`src/rtl/bean_spawn_scheduler.sv`:
```
// Run-state controller for the scrolling bean obstacles: slot bank, per-frame scroll,
// retirement counting and LFSR-spaced spawning.
module bean_spawn_scheduler #(
    parameter int unsigned NUM_SLOTS      = 3,
    parameter logic [10:0] SPAWN_X        = 11'd700,
    parameter int unsigned SHIFT          = 5,
    parameter int unsigned GAP_MIN        = 160,
    parameter int unsigned GAP_RANGE_BITS = 7,
    parameter int unsigned HITSTOP_FRAMES = 30,
    parameter logic [15:0] LFSR_SEED      = 16'hACE1
) (
    input  logic                    clk,
    input  logic                    reset,
    input  logic                    frame_tick,
    input  logic                    start,
    input  logic                    hit,
    output logic [NUM_SLOTS*11-1:0] slot_x,
    output logic [NUM_SLOTS-1:0]    slot_active,
    output logic [1:0]              state,
    output logic                    spawn_pulse,
    output logic [15:0]             passed_count
);

    typedef enum logic [1:0] {
        S_IDLE    = 2'b00,
        S_RUN     = 2'b01,
        S_HITSTOP = 2'b10,
        S_OVER    = 2'b11
    } state_t;

    localparam int unsigned HS_W      = (HITSTOP_FRAMES > 1) ? $clog2(HITSTOP_FRAMES + 1) : 1;
    localparam logic [HS_W-1:0] HS_INIT = HS_W'(HITSTOP_FRAMES);
    localparam logic [10:0] SHIFT_X   = 11'(SHIFT);
    localparam logic [11:0] SHIFT_D   = 12'(SHIFT);
    localparam logic [11:0] GAP_MIN_D = 12'(GAP_MIN);
    localparam logic [15:0] LFSR_MASK = 16'hB400;

    state_t                state_q, state_n;
    logic [10:0]           x_q [NUM_SLOTS];
    logic [10:0]           x_n [NUM_SLOTS];
    logic [NUM_SLOTS-1:0]  act_q, act_n;
    logic [15:0]           passed_q, passed_n;
    logic [11:0]           dist_q, dist_n;
    logic [11:0]           gap_q, gap_n;
    logic [15:0]           lfsr_q, lfsr_n;
    logic [HS_W-1:0]       hs_q, hs_n;
    logic                  spawn_q, spawn_n;

    logic [15:0]           ret_cnt;
    logic [16:0]           passed_sum;
    logic [11:0]           dist_new;
    logic                  spawned;

    always_ff @(posedge clk) begin
        if (reset) state_q <= S_IDLE;
        else       state_q <= state_n;
    end

    always_comb begin
        state_n = state_q;
        case (state_q)
            S_IDLE, S_OVER: if (start) state_n = S_RUN;
            S_RUN:          if (hit) state_n = S_HITSTOP;
            S_HITSTOP:      if (frame_tick && hs_q <= HS_W'(1)) state_n = S_OVER;
            default:        state_n = S_IDLE;
        endcase
    end

    always_comb begin
        x_n        = x_q;
        act_n      = act_q;
        passed_n   = passed_q;
        dist_n     = dist_q;
        gap_n      = gap_q;
        lfsr_n     = lfsr_q;
        hs_n       = hs_q;
        spawn_n    = 1'b0;
        ret_cnt    = '0;
        passed_sum = '0;
        dist_new   = '0;
        spawned    = 1'b0;
        case (state_q)
            S_IDLE, S_OVER: begin
                if (start) begin
                    for (int unsigned i = 0; i < NUM_SLOTS; i++) x_n[i] = '0;
                    x_n[0]   = SPAWN_X;
                    act_n    = NUM_SLOTS'(1);
                    dist_n   = '0;
                    gap_n    = GAP_MIN_D;
                    lfsr_n   = LFSR_SEED;
                    passed_n = '0;
                end
            end
            S_RUN: begin
                if (hit) begin
                    hs_n = HS_INIT;
                end else if (frame_tick) begin
                    for (int unsigned i = 0; i < NUM_SLOTS; i++) begin
                        if (act_q[i]) begin
                            if (x_q[i] <= SHIFT_X) begin
                                act_n[i] = 1'b0;
                                x_n[i]   = '0;
                                ret_cnt  = ret_cnt + 16'd1;
                            end else begin
                                x_n[i] = x_q[i] - SHIFT_X;
                            end
                        end
                    end
                    passed_sum = {1'b0, passed_q} + {1'b0, ret_cnt};
                    passed_n   = passed_sum[16] ? '1 : passed_sum[15:0];
                    dist_new   = dist_q + SHIFT_D;
                    // Slots freed by this tick's retirement are already visible in act_n.
                    if (dist_new >= gap_q) begin
                        if (~&act_n) begin
                            for (int unsigned i = 0; i < NUM_SLOTS; i++) begin
                                if (!spawned && !act_n[i]) begin
                                    x_n[i]   = SPAWN_X;
                                    act_n[i] = 1'b1;
                                    spawned  = 1'b1;
                                end
                            end
                            dist_n  = '0;
                            gap_n   = GAP_MIN_D + {{(12-GAP_RANGE_BITS){1'b0}}, lfsr_q[GAP_RANGE_BITS-1:0]};
                            lfsr_n  = (lfsr_q >> 1) ^ (lfsr_q[0] ? LFSR_MASK : 16'h0000);
                            spawn_n = 1'b1;
                        end else begin
                            dist_n = gap_q;
                        end
                    end else begin
                        dist_n = dist_new;
                    end
                end
            end
            S_HITSTOP: begin
                if (frame_tick && hs_q != '0) hs_n = hs_q - HS_W'(1);
            end
            default: ;
        endcase
    end

    always_ff @(posedge clk) begin
        if (reset) begin
            for (int unsigned i = 0; i < NUM_SLOTS; i++) x_q[i] <= '0;
            act_q    <= '0;
            passed_q <= '0;
            dist_q   <= '0;
            gap_q    <= GAP_MIN_D;
            lfsr_q   <= LFSR_SEED;
            hs_q     <= '0;
            spawn_q  <= 1'b0;
        end else begin
            for (int unsigned i = 0; i < NUM_SLOTS; i++) x_q[i] <= x_n[i];
            act_q    <= act_n;
            passed_q <= passed_n;
            dist_q   <= dist_n;
            gap_q    <= gap_n;
            lfsr_q   <= lfsr_n;
            hs_q     <= hs_n;
            spawn_q  <= spawn_n;
        end
    end

    always_comb begin
        slot_x = '0;
        for (int unsigned i = 0; i < NUM_SLOTS; i++) slot_x[11*i +: 11] = x_q[i];
    end

    assign slot_active  = act_q;
    assign state        = state_q;
    assign spawn_pulse  = spawn_q;
    assign passed_count = passed_q;

endmodule
```
`config.mk`:
```
export PLATFORM = sky130hd
export DESIGN_NAME = bean_spawn_scheduler
export DESIGN_NICKNAME = d
export VERILOG_FILES = /design/src/rtl/bean_spawn_scheduler.sv
export SDC_FILE = /design/constraint.sdc
export NUM_CORES = 1
export LEC_CHECK = 0
export CAP_MARGIN = 30
export CORE_MARGIN = 4
export CORE_UTILIZATION = 40
export DETAILED_ROUTE_END_ITERATION = 10
export HOLD_SLACK_MARGIN = 0.08
export SYNTH_ARGS = -nofsm -noshare
export SYNTH_HDL_FRONTEND = slang
export SYNTH_SLANG_ARGS = --single-unit
export TNS_END_PERCENT = 5
```
`constraint.sdc`:
```
create_clock -name clk -period 3.8 [get_ports clk]
set_clock_uncertainty 0.2 [all_clocks]
set_input_delay 1.14 -clock clk [delete_from_list [all_inputs] [get_ports clk]]
set_output_delay 1.14 -clock clk [all_outputs]
set_load 0.005 [all_outputs]
```
# Yosys cells after proc, flatten, opt, wreduce, memory -nomap -nowiden
# Cells that the tools add are included.
# op_classes
n_addsub	9
n_lt_le_gt_ge	5
n_eq_ne	11
mux	97
bitwise_logic	4
n_reduce_logical	19
# ops
op	n
16-bit 2-to-1 mux	23
33-bit 2-to-1 mux	5
12-bit 2-to-1 mux	10
11-bit 2-to-1 mux	9
33-bit one-hot mux with 2 select lines	1
16-bit one-hot mux with 2 select lines	2
12-bit one-hot mux with 2 select lines	2
11-bit by 3-bit less-or-equal comparator with 1-bit output (second input constant)	3
11-bit by 3-bit subtractor with 11-bit output (second input constant)	3
16-bit by 1-bit adder with 16-bit output (second input constant)	2
1-bit 2-to-1 mux	32
16-bit by 16-bit adder with 17-bit output	1
2-bit != test (second input constant)	8
15-bit by 16-bit XOR with 16-bit output	1
3-bit 2-to-1 mux	5
12-bit by 3-bit adder with 12-bit output (second input constant)	1
12-bit greater-or-equal comparator	1
5-bit 2-to-1 mux	2
5-bit one-hot mux with 2 select lines	1
8-bit by 7-bit adder with 9-bit output (first input constant)	1
3-bit AND reduction	3
2-bit 2-to-1 mux	3
2-bit one-hot mux with 3 select lines	1
3-bit one-hot mux with 2 select lines	1
other kinds (14)	24
# word_totals
reg_bits	100
elab_cells	156

# Logic depth before layout (Yosys ltp)
# depth
word_depth	28
mapped_depth	18
ltp_nobuf	17

# Worst setup path after synthesis
# No wires, ideal clock.
# synth_timing
path_kind	flip-flop to flip-flop
from	reg x_q, in the netlist slot_x[5]
to	reg passed_q[13] (netlist: passed_count[13])
setup_ns	0.115
arrival_ns	3.637
t_required_ns	3.485
slack_ns	-0.152
path_stages_with_launch	16
path_buffers	0
period_less_slack_ns	3.952
cell_sequence	dfxtp_1 -> nor4_2 -> o2111ai_1 -> inv_1 -> ha_1 -> nand2_1 -> o21ai_0 -> ha_1 -> mux2_2 -> ha_1 -> a21o_1 -> a21oi_1 -> nor4b_1 -> a41o_1 -> a21oi_1 -> o21a_1
# synth_via
elab_chain_cells	23
# synth_rtl
element	line	source
start, declared	39	logic [10:0] x_q [NUM_SLOTS];
11-bit by 3-bit less-or-equal comparator with 1-bit output (*)	100	if (x_q[i] <= SHIFT_X) begin
1-bit 2-to-1 mux (*)	100	
1-bit 2-to-1 mux (*)	99	if (act_q[i]) begin
16-bit 2-to-1 mux (*)	97	end else if (frame_tick) begin
16-bit 2-to-1 mux (*)	95	if (hit) begin
16-bit 2-to-1 mux (*)	82	case (state_q)
16-bit by 1-bit adder with 16-bit output	103	ret_cnt = ret_cnt + 16'd1;
16-bit 2-to-1 mux	100	
(+7 left out)	-	
16-bit 2-to-1 mux (*)	97	
16-bit 2-to-1 mux (*)	95	
16-bit 2-to-1 mux (*)	82	
16-bit by 16-bit adder with 17-bit output (*)	109	passed_sum = {1'b0, passed_q} + {1'b0, ret_cnt};
16-bit 2-to-1 mux (*)	110	passed_n = passed_sum[16] ? '1 : passed_sum[15:0];
16-bit 2-to-1 mux (*)	97	
16-bit 2-to-1 mux (*)	95	
16-bit one-hot mux with 2 select lines (*)	82	
end signal, assigned	154	passed_q <= passed_n;
end, declared	42	logic [15:0] passed_q, passed_n;
# Every way passes the cells marked *; elsewhere a longest branch is shown, timed or not. The select of a mux whose other input is x is not followed.
# A chain may end at the register's enable or synchronous reset.

# Worst setup path after layout
# layout_timing
from	reg x_q, in the netlist slot_x[1]
to	reg passed_q[11] (netlist: passed_count[11])
# Same word-level chain as after synthesis.

==> flow_metrics.py <==
metrics = {
    "outcome": {
        "run_status": "completed",
    },
    "cts": {
        "cts_hold_buf": 0,
        "cts.sinks": 94,
        "clk_pin_slew_ns": 0.07,
        "cts_root_buffer": "clkbuf_16",
        "cts_tree": "done",
        "htreeDepth": 3,
        "cts_inserted_buffers": 9,
        "clockBufferDepth": 2,
        "clk_latency_ns": 0.36,
    },
    "placed_design": {
        "dp_hpwl_um": 10600,
        "dp.cells": 896,
        "port_buffers": 59,
        "gp_congestion": 0.834,
        "place_ws_ns": -0.0161,
    },
    "logic_synthesis": {
        "syn_area_um2": 5470,
        "yosysSeqAreaShare_pct": 34.4,
        "syn_inst": 648,
        "synth_seq_cells": 94,
        "synth_edf_count": 0,
        "syn_avg_cell_area_um2": 8.44,
        "synth_warnings": 0,
        "async_flop_share_pct": 0,
        "synth_cell_types": 81,
        "synth_ff_type": "dfxtp_1",
        "synth_nets": 682,
    },
    "drt": {
        "dr_total_vias": 5171,
        "drt-total-wl_um": 14500,
        "drc": 0,
        "dr.max_layer_used": "met4",
        "vias_per_cell": 5.65,
        "wl_met2_um": 6470,
        "route.detailed.wl_per_inst_um": 15.8,
        "drt-met1-wl_um": 7120,
        "ant_nets": 0,
        "drt_iter0_markers": 309,
        "dr.pass1.iters": 5,
        "wl_met3_um": 666,
    },
    "critical_path": {
        "ff2ff_path_depth": 16,
        "r2r_end": "passed_count[11]",
        "critPathMaxStageDelay_ns": 0.33,
        "path_delay_family": "compound AO/OA/AOI/OAI gates",
        "path_common_cell": "ha_1",
        "r2r_setup_slack_ns": 0.28,
        "endpoint_kind": "flop",
        "crit_slowest_cell": "dfxtp_1",
        "crit_fanout": 4,
        "path_cells": "inv_1 -> ha_1 -> o2111ai_2 -> inv_2 -> ha_1 -> nand2_1 -> o21ai_1 -> ha_1 -> mux2_2 -> ha_1 -> a21o_1 -> a21oi_4 -> nor3_1 -> a31o_2 -> a21oi_1 -> nor3_1",
        "crit_type": "flop to flop",
        "cp.required_ns": 3.83,
        "critPathBufInv": 2,
        "reg2reg_from": "slot_x[1]",
        "cp-start-kind": "flop",
        "critPathArrivalTime_ns": 3.55,
    },
    "timing": {
        "fin_crit_sh_pct": 92.6,
        "max_freq_mhz": 284,
        "setup_viol": 0,
        "grt_setup_unrepaired": "no",
        "period_needed_ns": 3.52,
        "drv_slew": 0,
        "worst_slack_ns": 0.280,
        "relSlewSlack_pct": 46.1,
        "worst_pin_slew_ns": 0.797,
        "final_hold_viol_count": 0,
        "final.setup.tns_ns": 0,
    },
    "floorplanning": {
        "start_util_pct": 41.1,
        "fp.dieH_um": 125,
        "core_um2": 13300,
        "pin_count": 60,
        "rows": 42,
        "die_area_um2": 15600,
        "dieWidth_um": 125,
    },
    "global_route": {
        "track_usage_pct": 18.4,
        "overflow": 0,
        "grt_pass1_vias": 4838,
        "grt_pass1_wl_um": 24100,
        "grt_max_degree": 26,
        "antenna_found_initial": 0,
    },
    "finish": {
        "final_layout_size_suffix_gt1_share_pct": 14.1,
        "area_growth_pct": 26.6,
        "layout.cells.non_filler": 915,
        "antenna_cells": 0,
        "mostFrequentLayoutCells": "dfxtp_1, clkdlybuf4s50_1, a21oi_1",
        "layout_commonest_cell": "dfxtp_1",
        "post-route-util_pct": 52.0,
        "nets": 768,
    },
    "flow_run": {
        "timing.max_cap.violations": 0,
    },
    "pwr": {
        "ir_drop_uv": 349,
        "p_leak_nw": 2.55,
        "power_density_nw_per_um2": 493,
        "power_w": 0.00341,
    },
    "min_path": {
        "hp-start": "lfsr_q[14]",
        "hold_depth": 2,
        "holdPathEnd": "lfsr_q[14]",
        "min_path_type": "flop to flop",
    },
}
-- layout make-up --
type                    instances  area, um2
fillers                      1222       6380
multi-input cells             482       3390
flip-flops and latches         94       1880
repair buffers                109        961
clock buffers                  11        243
well taps                     176        220
inverters                      38        143
clock inverters                 5       81.3
-- worst max path at each step --
stage / from / end / slack (ns) / cells past startpoint
floorplan: slot_x[5] / passed_count[3] / -0.04 / 17
global placement: slot_x[10] / passed_count[13] / 0.10 / 15
detailed placement: slot_x[12] / passed_count[13] / -0.02 / 16
CTS: slot_x[12] / passed_count[3] / 0.03 / 18
global route: slot_x[12] / passed_count[3] / 0.01 / 18
finish: slot_x[1] / passed_count[11] / 0.28 / 16
-- metal layers --
layer	up-vias	GRT usage [%]
li1	2586	-
met1	2441	26.1
met2	132	28.3
met3	12	3.00
met4	0	6.63
met5	-	0
-- cells by family (layout without fill, tap and decap cells) --
kind of cell               after synthesis  in the layout  synth area share (%)
DFF                                     94             94                  34.4
buffers and inverters                   72            163                  5.31
AOI/OAI and AO/OA                      209            209                  27.3
adders and majority gates               29             29                  6.78
and+or+nand+nor                        220            220                  22.1
xor gates and xnor gates                16             16                  2.56
muxes                                    8              8                  1.51
-- cell usage after synthesis, types with 5 or more instances --
cell	n	share of area (%)
a211o_1	5	0.80
a211oi_1	9	1.2
a21o_1	7	0.96
a21oi_1	53	4.9
a2bb2oi_1	8	1.3
a31oi_1	13	1.5
and2_1	11	1.3
and3_1	10	1.1
clkbuf_1	23	1.6
dfxtp_1	94	34
ha_1	28	6.4
inv_1	37	2.5
mux2i_1	6	1.1
nand2_1	37	2.5
nand2b_1	13	1.5
nand3_1	16	1.5
nand3b_1	8	1.1
nand4_1	8	0.92
nor2_1	42	2.9
nor2b_1	6	0.69
nor3_1	32	2.9
nor3b_1	5	0.69
nor4_1	5	0.57
o2111ai_1	6	0.96
o211ai_1	9	1.2
o21a_1	6	0.82
o21ai_0	27	2.5
o22ai_1	14	1.6
o2bb2ai_1	5	0.80
or3_1	6	0.69
xnor2_1	10	1.6
xor2_1	6	0.96
-- metrics by stage --
step	hold slack, ns	cell area, um2
6_report	0.254	6920
3_5_place_dp	0.250	6490
3_3_place_gp	0.245	6490
5_1_grt	0.278	6920
2_1_floorplan	0.229	5470
4_1_cts	0.260	6820
-- registers in the layout, summed over array words and instances (netlist names) --
register / cells
passed_count: 16
slot_active: 3
lfsr_q: 16
dist_q: 12
state: 2
slot_x: 33
hs_q: 5
gap_q: 6
spawn_pulse: 1
-- what timing repair did --
action	4_1_cts	5_1_grt
endpoints found under the setup margin	3	16
resized for setup	2	17
gates cloned	0	0
buffers inserted	0	3
pin swaps	0	4
-- worst min-delay path, cell delays in order (launching register included) --
cell and delay, ns:
dfxtp_1 0.32, inv_1 0.05, o2bb2ai_1 0.05
-- report_power, final --
part	internal [W]	total (W)	leakage (nW)	switching (W)
Clock	0.000596	0.000996	0.156	0.000400
Combinational	0.000533	0.00129	1.63	0.000760
Sequential	0.00105	0.00112	0.762	0.0000664
Total	0.00218	0.00341	2.55	0.00123
Power figures use the tool's default switching activity.
